$ cat src/rtl/arb_mux_pkg.sv
// Shared constants and helpers for the arbitrated channel multiplexer.
package arb_mux_pkg;

  localparam int MODE_RR    = 0;
  localparam int MODE_FIXED = 1;

  // Ceiling log2 for elaboration-time sizing; clog2(1) = 0.
  function automatic int clog2(input int n);
    int r;
    r = 0;
    for (int i = 0; i < 31; i++) begin
      if ((1 << i) < n) r = i + 1;
    end
    return r;
  endfunction

  // Width of a channel index; never narrower than one bit.
  function automatic int sel_width(input int n);
    return (clog2(n) < 1) ? 1 : clog2(n);
  endfunction

endpackage

$ cat src/rtl/arb_mux_rr_arbiter.sv
// Grant generator: rotating-priority or fixed-priority search over the
// request vector. Produces a one-hot grant and its index.
module rr_arbiter
  import arb_mux_pkg::*;
#(
  parameter int CHANNELS = 4,
  parameter int SELW     = sel_width(CHANNELS)
) (
  input  logic [CHANNELS-1:0] req_i,
  input  logic [SELW-1:0]     ptr_i,
  input  logic                mode_fixed_i,
  output logic [CHANNELS-1:0] gnt_o,
  output logic [SELW-1:0]     gnt_idx_o,
  output logic                gnt_any_o
);

  logic [SELW-1:0]       start;
  logic [2*CHANNELS-1:0] rot;
  int                    sum;

  // Rotate requests so the search always begins at bit 0, take the first
  // set bit, then map the offset back to an absolute channel index.
  always_comb begin
    start     = mode_fixed_i ? '0 : ptr_i;
    rot       = {req_i, req_i} >> start;
    gnt_any_o = 1'b0;
    sum       = 0;
    for (int k = 0; k < CHANNELS; k++) begin
      if (!gnt_any_o && rot[k]) begin
        gnt_any_o = 1'b1;
        sum       = int'(start) + k;
      end
    end
    if (sum >= CHANNELS) sum = sum - CHANNELS;
    gnt_idx_o = SELW'(sum);
    for (int j = 0; j < CHANNELS; j++) begin
      gnt_o[j] = gnt_any_o && (gnt_idx_o == SELW'(j));
    end
  end

endmodule

$ cat src/rtl/arb_mux.sv
// CHANNELS-to-1 arbitrated multiplexer with a single registered output stage.
// Handshake: a transfer happens on a rising edge where valid and ready are
// both 1; the sender holds valid/data until that edge, and ready may depend
// combinationally on valid (in_ready is a function of in_valid and the output
// register state), never the other way round.
module arb_mux
  import arb_mux_pkg::*;
#(
  parameter  int WIDTH    = 8,
  parameter  int CHANNELS = 4,
  parameter  int MODE     = MODE_RR,
  localparam int SELW     = sel_width(CHANNELS)
) (
  input  logic                      clk,
  input  logic                      reset_n,
  input  logic [CHANNELS-1:0]       in_valid,
  input  logic [CHANNELS*WIDTH-1:0] in_data,
  output logic [CHANNELS-1:0]       in_ready,
  output logic                      out_valid,
  output logic [WIDTH-1:0]          out_data,
  output logic [SELW-1:0]           out_sel,
  input  logic                      out_ready
);

  localparam logic MODE_IS_FIXED = (MODE == MODE_FIXED);

  logic                out_valid_q, out_valid_d;
  logic [WIDTH-1:0]    out_data_q,  out_data_d;
  logic [SELW-1:0]     out_sel_q,   out_sel_d;
  logic [SELW-1:0]     ptr_q,       ptr_d;

  logic                load_en;
  logic                grant_en;
  logic [CHANNELS-1:0] gnt;
  logic [SELW-1:0]     gnt_idx;
  logic                gnt_any;
  logic [SELW-1:0]     ptr_next;
  logic [WIDTH-1:0]    ch_data [CHANNELS];

  rr_arbiter #(
    .CHANNELS (CHANNELS),
    .SELW     (SELW)
  ) u_arb (
    .req_i        (in_valid),
    .ptr_i        (ptr_q),
    .mode_fixed_i (MODE_IS_FIXED),
    .gnt_o        (gnt),
    .gnt_idx_o    (gnt_idx),
    .gnt_any_o    (gnt_any)
  );

  // The output register can take a new word when empty or being drained.
  assign load_en  = ~out_valid_q | out_ready;
  // No grant is ever issued while reset is asserted.
  assign grant_en = reset_n & load_en & gnt_any;
  assign in_ready = grant_en ? gnt : '0;
  assign ptr_next = (gnt_idx == SELW'(CHANNELS - 1)) ? '0 : gnt_idx + 1'b1;

  // Unpack the flat input bus into per-channel words for indexed selection.
  always_comb begin
    for (int i = 0; i < CHANNELS; i++) begin
      ch_data[i] = in_data[i*WIDTH +: WIDTH];
    end
  end

  // Next state of the output register and the round-robin pointer.
  always_comb begin
    out_valid_d = out_valid_q;
    out_data_d  = out_data_q;
    out_sel_d   = out_sel_q;
    ptr_d       = ptr_q;
    if (load_en) begin
      if (gnt_any) begin
        out_valid_d = 1'b1;
        out_data_d  = ch_data[gnt_idx];
        out_sel_d   = gnt_idx;
        if (!MODE_IS_FIXED) ptr_d = ptr_next;
      end else begin
        out_valid_d = 1'b0;
      end
    end
  end

  // State registers with synchronous active-low reset.
  always_ff @(posedge clk) begin
    if (!reset_n) begin
      out_valid_q <= 1'b0;
      out_data_q  <= '0;
      out_sel_q   <= '0;
      ptr_q       <= '0;
    end else begin
      out_valid_q <= out_valid_d;
      out_data_q  <= out_data_d;
      out_sel_q   <= out_sel_d;
      ptr_q       <= ptr_d;
    end
  end

  assign out_valid = out_valid_q;
  assign out_data  = out_data_q;
  assign out_sel   = out_sel_q;

endmodule

$ cat config.mk
export PLATFORM = sky130hd
export DESIGN_NAME = arb_mux
export DESIGN_NICKNAME = d
export VERILOG_FILES = /design/src/rtl/arb_mux_pkg.sv /design/src/rtl/arb_mux_rr_arbiter.sv /design/src/rtl/arb_mux.sv
export SDC_FILE = /design/constraint.sdc
export NUM_CORES = 1
export LEC_CHECK = 0
export ABC_AREA = 1
export CELL_PAD_IN_SITES_DETAIL_PLACEMENT = 0
export CELL_PAD_IN_SITES_GLOBAL_PLACEMENT = 1
export CORE_MARGIN = 4
export CORE_UTILIZATION = 27
export CTS_CLUSTER_SIZE = 28
export DETAILED_ROUTE_END_ITERATION = 16
export GPL_ROUTABILITY_DRIVEN = 0
export PLACE_DENSITY_LB_ADDON = 0.12
export SYNTH_ARGS = -nofsm -noshare
export SYNTH_HDL_FRONTEND = slang
export SYNTH_SLANG_ARGS = --single-unit
$ cat constraint.sdc
create_clock -name clk -period 2.4 [get_ports clk]
set_input_delay 0.24 -clock clk [delete_from_list [all_inputs] [get_ports clk]]
set_output_delay 0.24 -clock clk [all_outputs]
set_load 0.02 [all_outputs]
==> results of run 1 <==
cell type report:
| type | instances | area share |
|---|---|---|
| flip-flops and latches | 13 | 0.136 |
| well taps | 52 | 0.0338 |
| clock buffers | 4 | 0.0234 |
| inverters | 31 | 0.0605 |
| multi-input cells | 148 | 0.402 |
| repair buffers | 73 | 0.345 |
state kept, by name (all words and copies together) (netlist names):
signal	flops
ptr_q	2
out_sel	2
out_data	8
out_valid	1
power by group through the flow:
stage | logic (mW) | clock network (mW) | registers (mW)
finish | 2.07 | 0.194 | 0.356
global route | 2.34 | 0.218 | 0.368
CTS | 2.12 | 0.201 | 0.356
detailed placement | 2.12 | 0 | 0.359
global placement | 2.11 | 0 | 0.359
floorplan | 1.31 | 0 | 0.434
cells in the final DEF, fill, tap and decap left out, drive strengths merged:
cell type       n
nor3            3
a21oi           4
nand4          11
buf            22
xor2            1
dfxtp          13
o21ai          11
nand2          63
inv            31
clkbuf          6
nand3          31
nor2           23
ha              1
clkdlybuf4s50  49
through the flow:
| step | area, µm² | hold WS (ns) | TNS, ns | util |
|---|---|---|---|---|
| after global routing | 1920 | 0.505 | 0 | 0.445 |
| after CTS | 1940 | 0.482 | 0 | 0.449 |
| after global placement | 1900 | 0.455 | -0.928 | 0.438 |
| after floorplan | 1200 | 0.378 | 0 | - |
| after detailed placement | 1900 | 0.470 | -0.949 | 0.438 |
| final | 1920 | 0.482 | 0 | 0.445 |
path summary, 6_finish.rpt:
path / endpoint / slack, ns / start
worst max register to register: out_data[4] / 0.47 / ptr_q[0]
worst min-delay path: out_sel[0] / 0.48 / out_sel[0]
worst max-delay path: in_ready[3] / 0.19 / in_valid[2]
worst min register to register: out_sel[0] / 0.48 / out_sel[0]
logic make-up (layout without fill, tap and decap cells):
family | count (synthesis) | count (layout) | synth area share
DFF | 13 | 13 | 0.216
adders and majority gates | 1 | 1 | 0.0104
and+or+nand+nor | 131 | 131 | 0.562
xor gates and xnor gates | 1 | 1 | 0.00727
AOI/OAI and AO/OA | 15 | 15 | 0.0623
buffers and inverters | 38 | 108 | 0.142
timing repair:
action | in CTS | in global routing
endpoints found under the setup margin | 4 | 4
gates resized for setup | 9 | 10
pin swaps | 0 | 1
hold endpoints to repair | 0 | 0
metal layers:
metal	wire, µm	vias up	part of all wire	track usage
met5	0	-	0	0
met4	12	0	0.0033	0.0119
met3	295	2	0.082	0.0574
met2	1780	34	0.49	0.246
met1	1520	620	0.42	0.168
li1	-	772	-	-
worst reg2reg max path, cell delays in order (launching register included):
cell	delay (ns)
dfxtp_2	0.33
buf_4	0.14
nand2_1	0.07
nand2_1	0.07
nand2_1	0.07
nand2_2	0.09
nor2_8	0.15
nand3_2	0.08
nor2_2	0.14
nor2_4	0.06
buf_4	0.13
buf_4	0.18
nand3_1	0.08
nand2_1	0.07
nor2_1	0.09
nor2_1	0.05
==> summary.txt, run 1 <==
Logic synthesis
  – Register bit total from synthesis: 13
  – Post-synth EDFFs: 0
  – Library cell with the largest summed area after synthesis: dfxtp_1
  – Synth Area per Inst: 6.05 µm²
  – Most common cell in the synthesized netlist: nand2_1
  – Synth cell types: 26
  – Commonest cells post-synth: nand2_1, inv_1, nand3_1
  – Post-Syn Instances: 199
  – Share of the yosys chip area belonging to registers: 0.216
  – Post-synth ARST share: 0
  – Leading post-synthesis cells by cell area: dfxtp_1, nand2_1, nand3_1
  – Synth top area share: 0.216
  – Post-synth top flop: dfxtp_1
  – Post-Syn Nets: 239
  – Yosys warnings: 0
  – Post-Syn Area: 1200 µm²

Final layout
  – Register area: 262 µm²
  – Layout cells sized above 1: 0.190
  – Final nets: 310
  – Antenna Cells: 0
  – Final non-filler cell total: 321
  – Filler cell count: 489
  – Area of the multi-input gates: 773 µm²
  – Synth-to-Final Area Change: 59.7%

Place
  – DP Wirelength: 2.94 mm
  – Placement Setup Slack: -0.261 ns
  – Port bufs: 53
  – Dpl cells: 317

Routing
  – Post-route ant nets: 0
  – Detailed Route Iter0 Violations: 31
  – Final wirelength: 3.61 mm
  – Vias per inst: 4.45
  – Routed wire per std cell: 11.2 µm
  – Vias: 1428
  – Pre-Repair DR Iteration Count: 4
  – Drt drc: 0

Clock network
  – Clk Latency, worst-skew pair: 0.24 ns
  – Post-CTS Setup Inserts: 0
  – Htree depth: 1
  – CTS clock-pin slew for the worst setup and hold paths: 0.06 ns
  – Clk sinks: 13
  – Root buf cell: clkbuf_8
  – Hold-fix buffers, CTS: 0
  – Worst-case clock buffer depth: 2
  – Total CTS buffers: 3
  – TritonCTS clock tree: built

Power
  – Sw frac: 0.511
  – Comb pwr share: 0.790
  – Sequential power share: 0.136
  – Leak pwr: 0.971 nW
  – Clk pwr share: 0.074
  – Overall Power: 2.62 mW
  – Internal: 1.28 mW
  – Worst VDD drop: 499 µV
  – Net Switching: 1.34 mW
  – Pwr Density: 1360 nW/µm²

Worst setup path
  – Reg2Reg Depth: 15
  – Max FO, Critical Path: 4
  – Critical Path Max Stage Delay: 0.45 ns
  – Stages on worst setup path: 14
  – Delay-heaviest family, CP: simple AND/OR/NAND/NOR gates
  – Worst EP arrival: 1.97 ns
  – Critical Path Sink Type: output port
  – Most used cell, CP: nand2_1
  – Critical-path cell list: clkdlybuf4s50_1 -> nand2_1 -> nand2_1 -> nand2_1 -> nand2_2 -> nor2_8 -> nand3_2 -> nor2_2 -> nor2_4 -> inv_2 -> ha_1 -> inv_1 -> nor2_1 -> buf_2
  – Critical path class: in2out
  – CP max stage cell: clkdlybuf4s50_1
  – Crit path launch type: primary input
  – Req. time, crit path: 2.16 ns
  – Crit path buf inv count: 4

Job
  – Max cap viols: 0

STA
  – Max Freq: 0.453 GHz
  – Final hold violation count: 0
  – Setup repair after global routing missed its margin: false
  – Setup Skew: 0.00154 ns
  – Relative slew margins: 0.848
  – Worst setup slack after layout: 0.192 ns
  – Worst Tran Pin Value: 0.227 ns
  – Minimum clock period: 2.21 ns
  – Final Max Tran Viols: 0
  – Final Setup Violations: 0
  – Period utilization: 0.920

Min path
  – Hold crit path type: reg2reg
  – Hold Path Stages: 2

Global routing
  – First-pass GRT wire length: 6.15 mm
  – Total GRT Usage: 0.140
  – Largest net degree at the start of global routing: 19
  – Number of global-route vias before repair: 1415
  – GRT overflow: 0
  – Initial antenna violation count: 0

Floorplan
  – I/O pin count: 54
  – Die area: 5600 µm²
  – DIE WIDTH: 74.8 µm
  – Die height: 74.8 µm
  – Initial core utilization: 0.279
  – Core ar.: 4320 µm²
  – Row count: 24

Run status
  – Status: completed
Note: power is estimated with default switching activity, not from simulation.
==> inputs of run 2 (changes only) <==
--- a/config.mk
+++ b/config.mk
@@ -9,7 +9,8 @@
 export CELL_PAD_IN_SITES_DETAIL_PLACEMENT = 0
 export CELL_PAD_IN_SITES_GLOBAL_PLACEMENT = 1
 export CORE_MARGIN = 4
-export CORE_UTILIZATION = 27
+export CORE_UTILIZATION = 28
+export CTS_BUF_LIST = sky130_fd_sc_hd__clkbuf_4
 export CTS_CLUSTER_SIZE = 28
 export DETAILED_ROUTE_END_ITERATION = 16
 export GPL_ROUTABILITY_DRIVEN = 0
==> run 2 against run 1 <==
Against the previous run:
- final cell count rose by 0.31%
- fmax increased by 0.46%
- sequential cell count did not move
- highest routed layer is now met3
==> summary.txt, run 2 (synthesized netlist as in run 1, its figures left out) <==
Floorplan
  – DIE WIDTH: 73.6 µm (-1.6%)
  – Row count: 23 (-4.2%)
  – I/O pin count: 54 (unchanged)
  – Core ar.: 4090 µm² (-5.5%)
  – Die area: 5420 µm² (-3.2%)
  – Initial core utilization: 0.295 (+0.0162)
  – Die height: 73.6 µm (-1.6%)

Global routing
  – First-pass GRT wire length: 5.65 mm (-8.1%)
  – Largest net degree at the start of global routing: 19 (unchanged)
  – Gr busiest metal: met2
  – Met1 Usage GRT: 0.158 (-0.00986)
  – Total GRT Usage: 0.130 (-0.0108)
  – Initial antenna violation count: 0 (unchanged)
  – Met3 usage: 0.0301 (-0.0273)
  – GRT overflow: 0 (unchanged)
  – Number of global-route vias before repair: 1315 (-7.1%)
  – Met2 Resource Use GR: 0.234 (-0.0116)

Clock network
  – Total CTS buffers: 3 (unchanged)
  – CTS clock-pin slew for the worst setup and hold paths: 0.07 ns (about the same)
  – Worst-case clock buffer depth: 2 (unchanged)
  – Clk Latency, worst-skew pair: 0.28 ns (+0.04 ns)
  – Htree depth: 1 (unchanged)
  – Clk sinks: 13 (unchanged)
  – Post-CTS Setup Inserts: 0 (unchanged)
  – TritonCTS clock tree: built
  – Hold-fix buffers, CTS: 0 (unchanged)
  – Root buf cell: clkbuf_4

Final layout
  – Most common cell after layout, fill and taps aside: nand2_1
  – Final nets: 313 (+0.97%)
  – Synth-to-Final Area Change: 60.5%
  – Most frequent cells in the layout: nand2_1, clkdlybuf4s50_1, inv_1, nand3_1, buf_4
  – Post-route cell area: 1930 µm² (+0.52%)
  – Antenna Cells: 0 (unchanged)
  – Layout cells sized above 1: 0.206 (+0.0163)
  – Final Core Density: 0.473 (+0.0283)
  – Area of the multi-input gates: 778 µm² (+0.65%)
  – Filler cell count: 459 (-6.1%)
  – Register area: 262 µm² (unchanged)
  – Max reg flops: 8 (unchanged)

STA
  – Setup Skew: 0.00469 ns (+0.00314 ns)
  – Final hold violation count: 0 (unchanged)
  – Worst Tran Pin Value: 0.251 ns (+0.0243 ns)
  – Final Setup Violations: 0 (unchanged)
  – Period utilization: 0.916 (-0.00419)
  – Final Max Tran Viols: 0 (unchanged)
  – Max Freq: 0.455 GHz (+0.46%)
  – Worst setup slack after layout: 0.202 ns (+0.0101 ns)
  – Relative slew margins: 0.832 (-0.0162)
  – Setup repair after global routing missed its margin: false
  – Minimum clock period: 2.20 ns (-0.0101 ns)

Worst setup path
  – Most used cell, CP: nand2_1
  – Worst EP arrival: 1.96 ns (about the same)
  – Critical Path Sink Type: output port
  – Req. time, crit path: 2.16 ns (about the same)
  – Crit path buf inv count: 4 (unchanged)
  – Crit path launch type: flop
  – Delay-heaviest family, CP: simple AND/OR/NAND/NOR gates
  – Critical Path Max Stage Delay: 0.35 ns (-0.10 ns)
  – Reg2reg setup slack: 0.46 ns (about the same)
  – CP max stage cell: dfxtp_2
  – Critical-path cell list: buf_4 -> nand2_1 -> nand2_1 -> nand2_1 -> nand2_2 -> nor2_8 -> nand3_2 -> nor2_2 -> nor2_4 -> inv_2 -> ha_1 -> inv_1 -> nor2_1 -> buf_4
  – Critical path class: reg2out
  – Max FO, Critical Path: 4 (unchanged)

Routing
  – Vias: 1438 (+0.70%)
  – Detailed Route Iter0 Violations: 33 (+6.5%)
  – Pre-Repair DR Iteration Count: 5 (+1)
  – Routed wire per std cell: 10.9 µm (-2.6%)
  – Drt drc: 0 (unchanged)
  – Final wirelength: 3.52 mm (-2.3%)
  – Post-route ant nets: 0 (unchanged)
  – Vias per inst: 4.47 (+0.39%)

Power
  – Worst VDD drop: 488 µV (-2.2%)
  – Leak pwr: 0.983 nW (+1.2%)
  – Pwr Density: 1340 nW/µm² (-1.9%)

Run status
  – Status: completed

Job
  – Max cap viols: 0 (unchanged)

Place
  – DP Wirelength: 2.90 mm (-1.6%)
  – Port bufs: 53 (unchanged)
  – Placement Setup Slack: -0.264 ns (-0.00267 ns)
  – Placed cell area: 1920 µm² (+1.1%)

Min path
  – Hold crit path type: reg2reg
[run 2: cell types whose count changed in the layout (fill, tap and decap cells not counted)]
| cell | before | now |
|---|---|---|
| clkbuf_4 | 0 | 4 |
| buf_4 | 21 | 24 |
| clkbuf_8 | 3 | 0 |
| buf_2 | 1 | 2 |
| clkbuf_1 | 1 | 0 |
| clkbuf_2 | 2 | 1 |
| nor3_1 | 3 | 2 |
| nor3_2 | 0 | 1 |
[run 2: worst paths after layout]
check / start / to / cells after the start
worst min register to register: out_sel[0] / out_sel[0] / 2
worst max register to register: ptr_q[0] / out_data[6] / 16
worst max-delay path: ptr_q[0] / in_ready[3] / 14
worst min-delay path: out_sel[0] / out_sel[0] / 2
[run 2: power by group]
group | switching (mW) | total [mW] | internal (mW)
Combinational | 1.21 | 2.08 | 0.875
Sequential | 0.0533 | 0.361 | 0.307
Clock | 0.0696 | 0.145 | 0.0758
Total | 1.33 | 2.59 | 1.26
[run 2: worst reg2reg max path: stages (launching register included)]
cell and delay (ns):
dfxtp_2 0.35, buf_4 0.14, nand2_1 0.08, nand2_1 0.07
nand2_1 0.07, nand2_2 0.09, nor2_8 0.14, nand3_2 0.08
nor2_2 0.13, nor2_4 0.05, buf_4 0.13, buf_4 0.19
nor2_1 0.14, nand3_1 0.09, nand2_1 0.06, nand2_1 0.04
nand2_1 0.05
[run 2: per-stage QoR]
step	std cells	setup TNS, ns	power (mW)	hold slack (ns)
after floorplan	199	0	1.75	0.378
after global placement	318	-0.967	2.49	0.454
after detailed placement	318	-0.902	2.49	0.465
after CTS	322	0	2.63	0.478
after global routing	322	0	2.85	0.520
final	322	0	2.59	0.472
[run 2: repair_timing]
action                                  in CTS  in global routing
endpoints found under the setup margin       4                  4
resized for setup                           13                  8
pin swaps                                    0                  0
[run 2: per-layer routing]
metal,vias up,part of all wire
met4,0,0
met2,38,0.51
met5,-,0
met1,613,0.43
met3,0,0.051
li1,787,-
[run 2: layout make-up]
cell class / count / share of cell area
Clock buffer: 4 / 0.0155
Inverter: 31 / 0.0602
Multi-Input combinational cell: 148 / 0.402
Sequential cell: 13 / 0.135
Tap cell: 50 / 0.0323
Timing Repair Buffer: 76 / 0.354
==> inputs of run 3 (changes only) <==
--- a/config.mk
+++ b/config.mk
@@ -14,7 +14,7 @@
 export CTS_CLUSTER_SIZE = 28
 export DETAILED_ROUTE_END_ITERATION = 16
 export GPL_ROUTABILITY_DRIVEN = 0
-export PLACE_DENSITY_LB_ADDON = 0.12
+export PLACE_DENSITY_LB_ADDON = 0.25
 export SYNTH_ARGS = -nofsm -noshare
 export SYNTH_HDL_FRONTEND = slang
 export SYNTH_SLANG_ARGS = --single-unit
==> run 3 against run 2 <==
Against the previous run:
- power is 4.3% lower
- critical path depth unchanged
- die area did not move
- register-to-register slack gained 0.06 ns
- combinational power shrank 5%
- utilization fell by 1.3 points
- global-route usage grew 0.077 points
- design area fell by 2.7%
- final cell count decreased by 1.9%
- fmax decreased by 1.1%
- clock-buffer cell count unchanged
- critical endpoint unchanged
==> summary.txt, run 3 (synthesized netlist as in run 1, its figures left out) <==
STA
  – Worst setup slack after layout: 0.177 ns (-0.0246 ns)
  – Final Max Tran Viols: 0 (unchanged)
  – Worst Tran Pin Value: 0.223 ns (-0.0280 ns)
  – Max Freq: 0.450 GHz (-1.1%)
  – Setup Skew: 0.00566 ns (+0.000970 ns)
  – Minimum clock period: 2.22 ns (+0.0246 ns)
  – Final Setup Violations: 0 (unchanged)
  – Final setup TNS: 0 ns (unchanged)
  – Period utilization: 0.926 (+0.0103)
  – Final hold violation count: 0 (unchanged)
  – Relative slew margins: 0.851 (+0.0187)
  – Setup repair after global routing missed its margin: false

Place
  – DP Wirelength: 2.71 mm (-6.3%)
  – Port bufs: 53 (unchanged)
  – Placement Setup Slack: -0.216 ns (+0.0476 ns)
  – Dpl cells: 312 (-1.9%)

Final layout
  – Final non-filler cell total: 316 (-1.9%)
  – Most common cell after layout, fill and taps aside: nand2_1
  – Filler cell count: 419 (-8.7%)
  – Final nets: 307 (-1.9%)
  – Synth-to-Final Area Change: 56.2%
  – Max reg flops: 8 (unchanged)
  – Most frequent cells in the layout: nand2_1, clkdlybuf4s50_1, inv_1, nand3_1, nor2_1
  – Layout cells sized above 1: 0.184 (-0.0217)
  – Antenna Cells: 0 (unchanged)

Worst setup path
  – CP max stage cell: dfxtp_2
  – Max FO, Critical Path: 6 (+2)
  – Most used cell, CP: nand2_1
  – Crit path launch type: flop
  – Reg2reg setup slack: 0.52 ns (+0.06 ns)
  – Critical path class: reg2out
  – Critical Path Max Stage Delay: 0.36 ns (about the same)
  – Reg2Reg Depth: 13 (-3)
  – Critical Path End: in_ready[3]
  – Critical-path cell list: buf_4 -> nand2_1 -> nand2_1 -> nand2_1 -> nand2_2 -> nor2_8 -> nand3_2 -> nor2_2 -> nor2_4 -> inv_2 -> ha_1 -> inv_1 -> nor2_1 -> clkbuf_2
  – Worst EP arrival: 1.98 ns (+0.02 ns)
  – Req. time, crit path: 2.16 ns (about the same)
  – Crit. Startpoint: ptr_q[0]
  – Reg2reg start: ptr_q[0]
  – Critical Path Sink Type: output port
  – FF-to-FF End: out_data[7]

Min path
  – Hold Path Origin: out_sel[0]
  – Hold crit path type: reg2reg
  – Hold Path Stages: 2 (unchanged)

Clock network
  – Clk Latency, worst-skew pair: 0.27 ns (about the same)
  – Total CTS buffers: 3 (unchanged)
  – Worst-case clock buffer depth: 2 (unchanged)
  – Htree depth: 1 (unchanged)
  – CTS clock-pin slew for the worst setup and hold paths: 0.07 ns (about the same)
  – TritonCTS clock tree: built
  – Root buf cell: clkbuf_4
  – Clk sinks: 13 (unchanged)

Routing
  – Post-route ant nets: 0 (unchanged)
  – Vias: 1397 (-2.9%)
  – Detailed Route Iter0 Violations: 35 (+6.1%)
  – Vias per inst: 4.42 (-1.0%)
  – Pre-Repair DR Iteration Count: 4 (-1)
  – Routed wire per std cell: 10.8 µm (-1.7%)
  – Final wirelength: 3.40 mm (-3.5%)
  – Drt drc: 0 (unchanged)

Global routing
  – Number of global-route vias before repair: 1392 (+5.9%)
  – GRT overflow: 0 (unchanged)
  – Total GRT Usage: 0.130 (+0.000770)
  – First-pass GRT wire length: 5.69 mm (+0.73%)
  – Initial antenna violation count: 0 (unchanged)
  – Largest net degree at the start of global routing: 19 (unchanged)

Floorplan
  – Die height: 73.6 µm (unchanged)
  – I/O pin count: 54 (unchanged)
  – Core ar.: 4090 µm² (unchanged)
  – Die area: 5420 µm² (unchanged)
  – DIE WIDTH: 73.6 µm (unchanged)
  – Row count: 23 (unchanged)
  – Initial core utilization: 0.295 (unchanged)

Power
  – Pwr Density: 1320 nW/µm² (-1.6%)
  – Leak pwr: 0.951 nW (-3.3%)
  – Worst VDD drop: 445 µV (-8.9%)

Run status
  – Status: completed

Job
  – Max cap viols: 0 (unchanged)
-- run 3: cell count changes in the layout (fill, tap and decap cells not counted) --
| cell | delta |
|---|---|
| buf_4 | -7 |
| clkbuf_2 | +3 |
| nor3_1 | +1 |
| nor3_2 | -1 |
| buf_2 | -2 |
-- run 3: metal layers --
| layer | up-vias | share of wire | global-route usage |
|---|---|---|---|
| met5 | - | 0 | 0 |
| met4 | 0 | 0.0024 | 0.0121 |
| met3 | 2 | 0.076 | 0.0451 |
| met2 | 40 | 0.43 | 0.212 |
| met1 | 589 | 0.50 | 0.173 |
| li1 | 766 | - | - |
-- run 3: area by class of cell --
class | instances | area [µm²] | area share
Tap cell | 50 | 62.6 | 0.0332
Inverter | 31 | 116 | 0.0618
Clock buffer | 4 | 30.0 | 0.0160
Sequential cell | 13 | 262 | 0.139
Multi-Input combinational cell | 148 | 773 | 0.411
Timing Repair Buffer | 70 | 638 | 0.339
-- run 3: stage by stage --
step | total power, mW | instance area [µm²] | hold slack, ns | utilization
2_1_floorplan | 1.75 | 1200 | 0.378 | -
6_report | 2.48 | 1880 | 0.464 | 0.461
4_1_cts | 2.51 | 1900 | 0.468 | 0.464
5_1_grt | 2.75 | 1880 | 0.519 | 0.461
3_3_place_gp | 2.38 | 1870 | 0.457 | 0.458
3_5_place_dp | 2.37 | 1870 | 0.456 | 0.458
-- run 3: how the worst min path moves through the flow --
stage	end
6_report	out_sel[0]
5_1_grt	out_sel[1]
4_1_cts	out_sel[0]
3_5_place_dp	out_sel[0]
3_3_place_gp	out_sel[0]
2_1_floorplan	ptr_q[0]
-- run 3: timing repair --
action | CTS | global route
gates resized for setup | 6 | 10
setup buffers | 0 | 0
hold buffers | 0 | 0
endpoints found under the setup margin | 4 | 4
endpoints found under the hold margin | 0 | 0
-- run 3: critical path: cells and delay by family (launching register included) --
| family | cells | cell delay [ns] |
|---|---|---|
| simple gates | 9 | 0.79 |
| buf+inv | 4 | 0.42 |
| flops | 1 | 0.36 |
| fa+ha+maj | 1 | 0.14 |
-- run 3: where the power goes --
| part | total, mW | switching, mW | internal, mW |
|---|---|---|---|
| combinational | 1.97 | 1.17 | 0.795 |
| clock | 0.146 | 0.0706 | 0.0757 |
| sequential | 0.363 | 0.0551 | 0.307 |
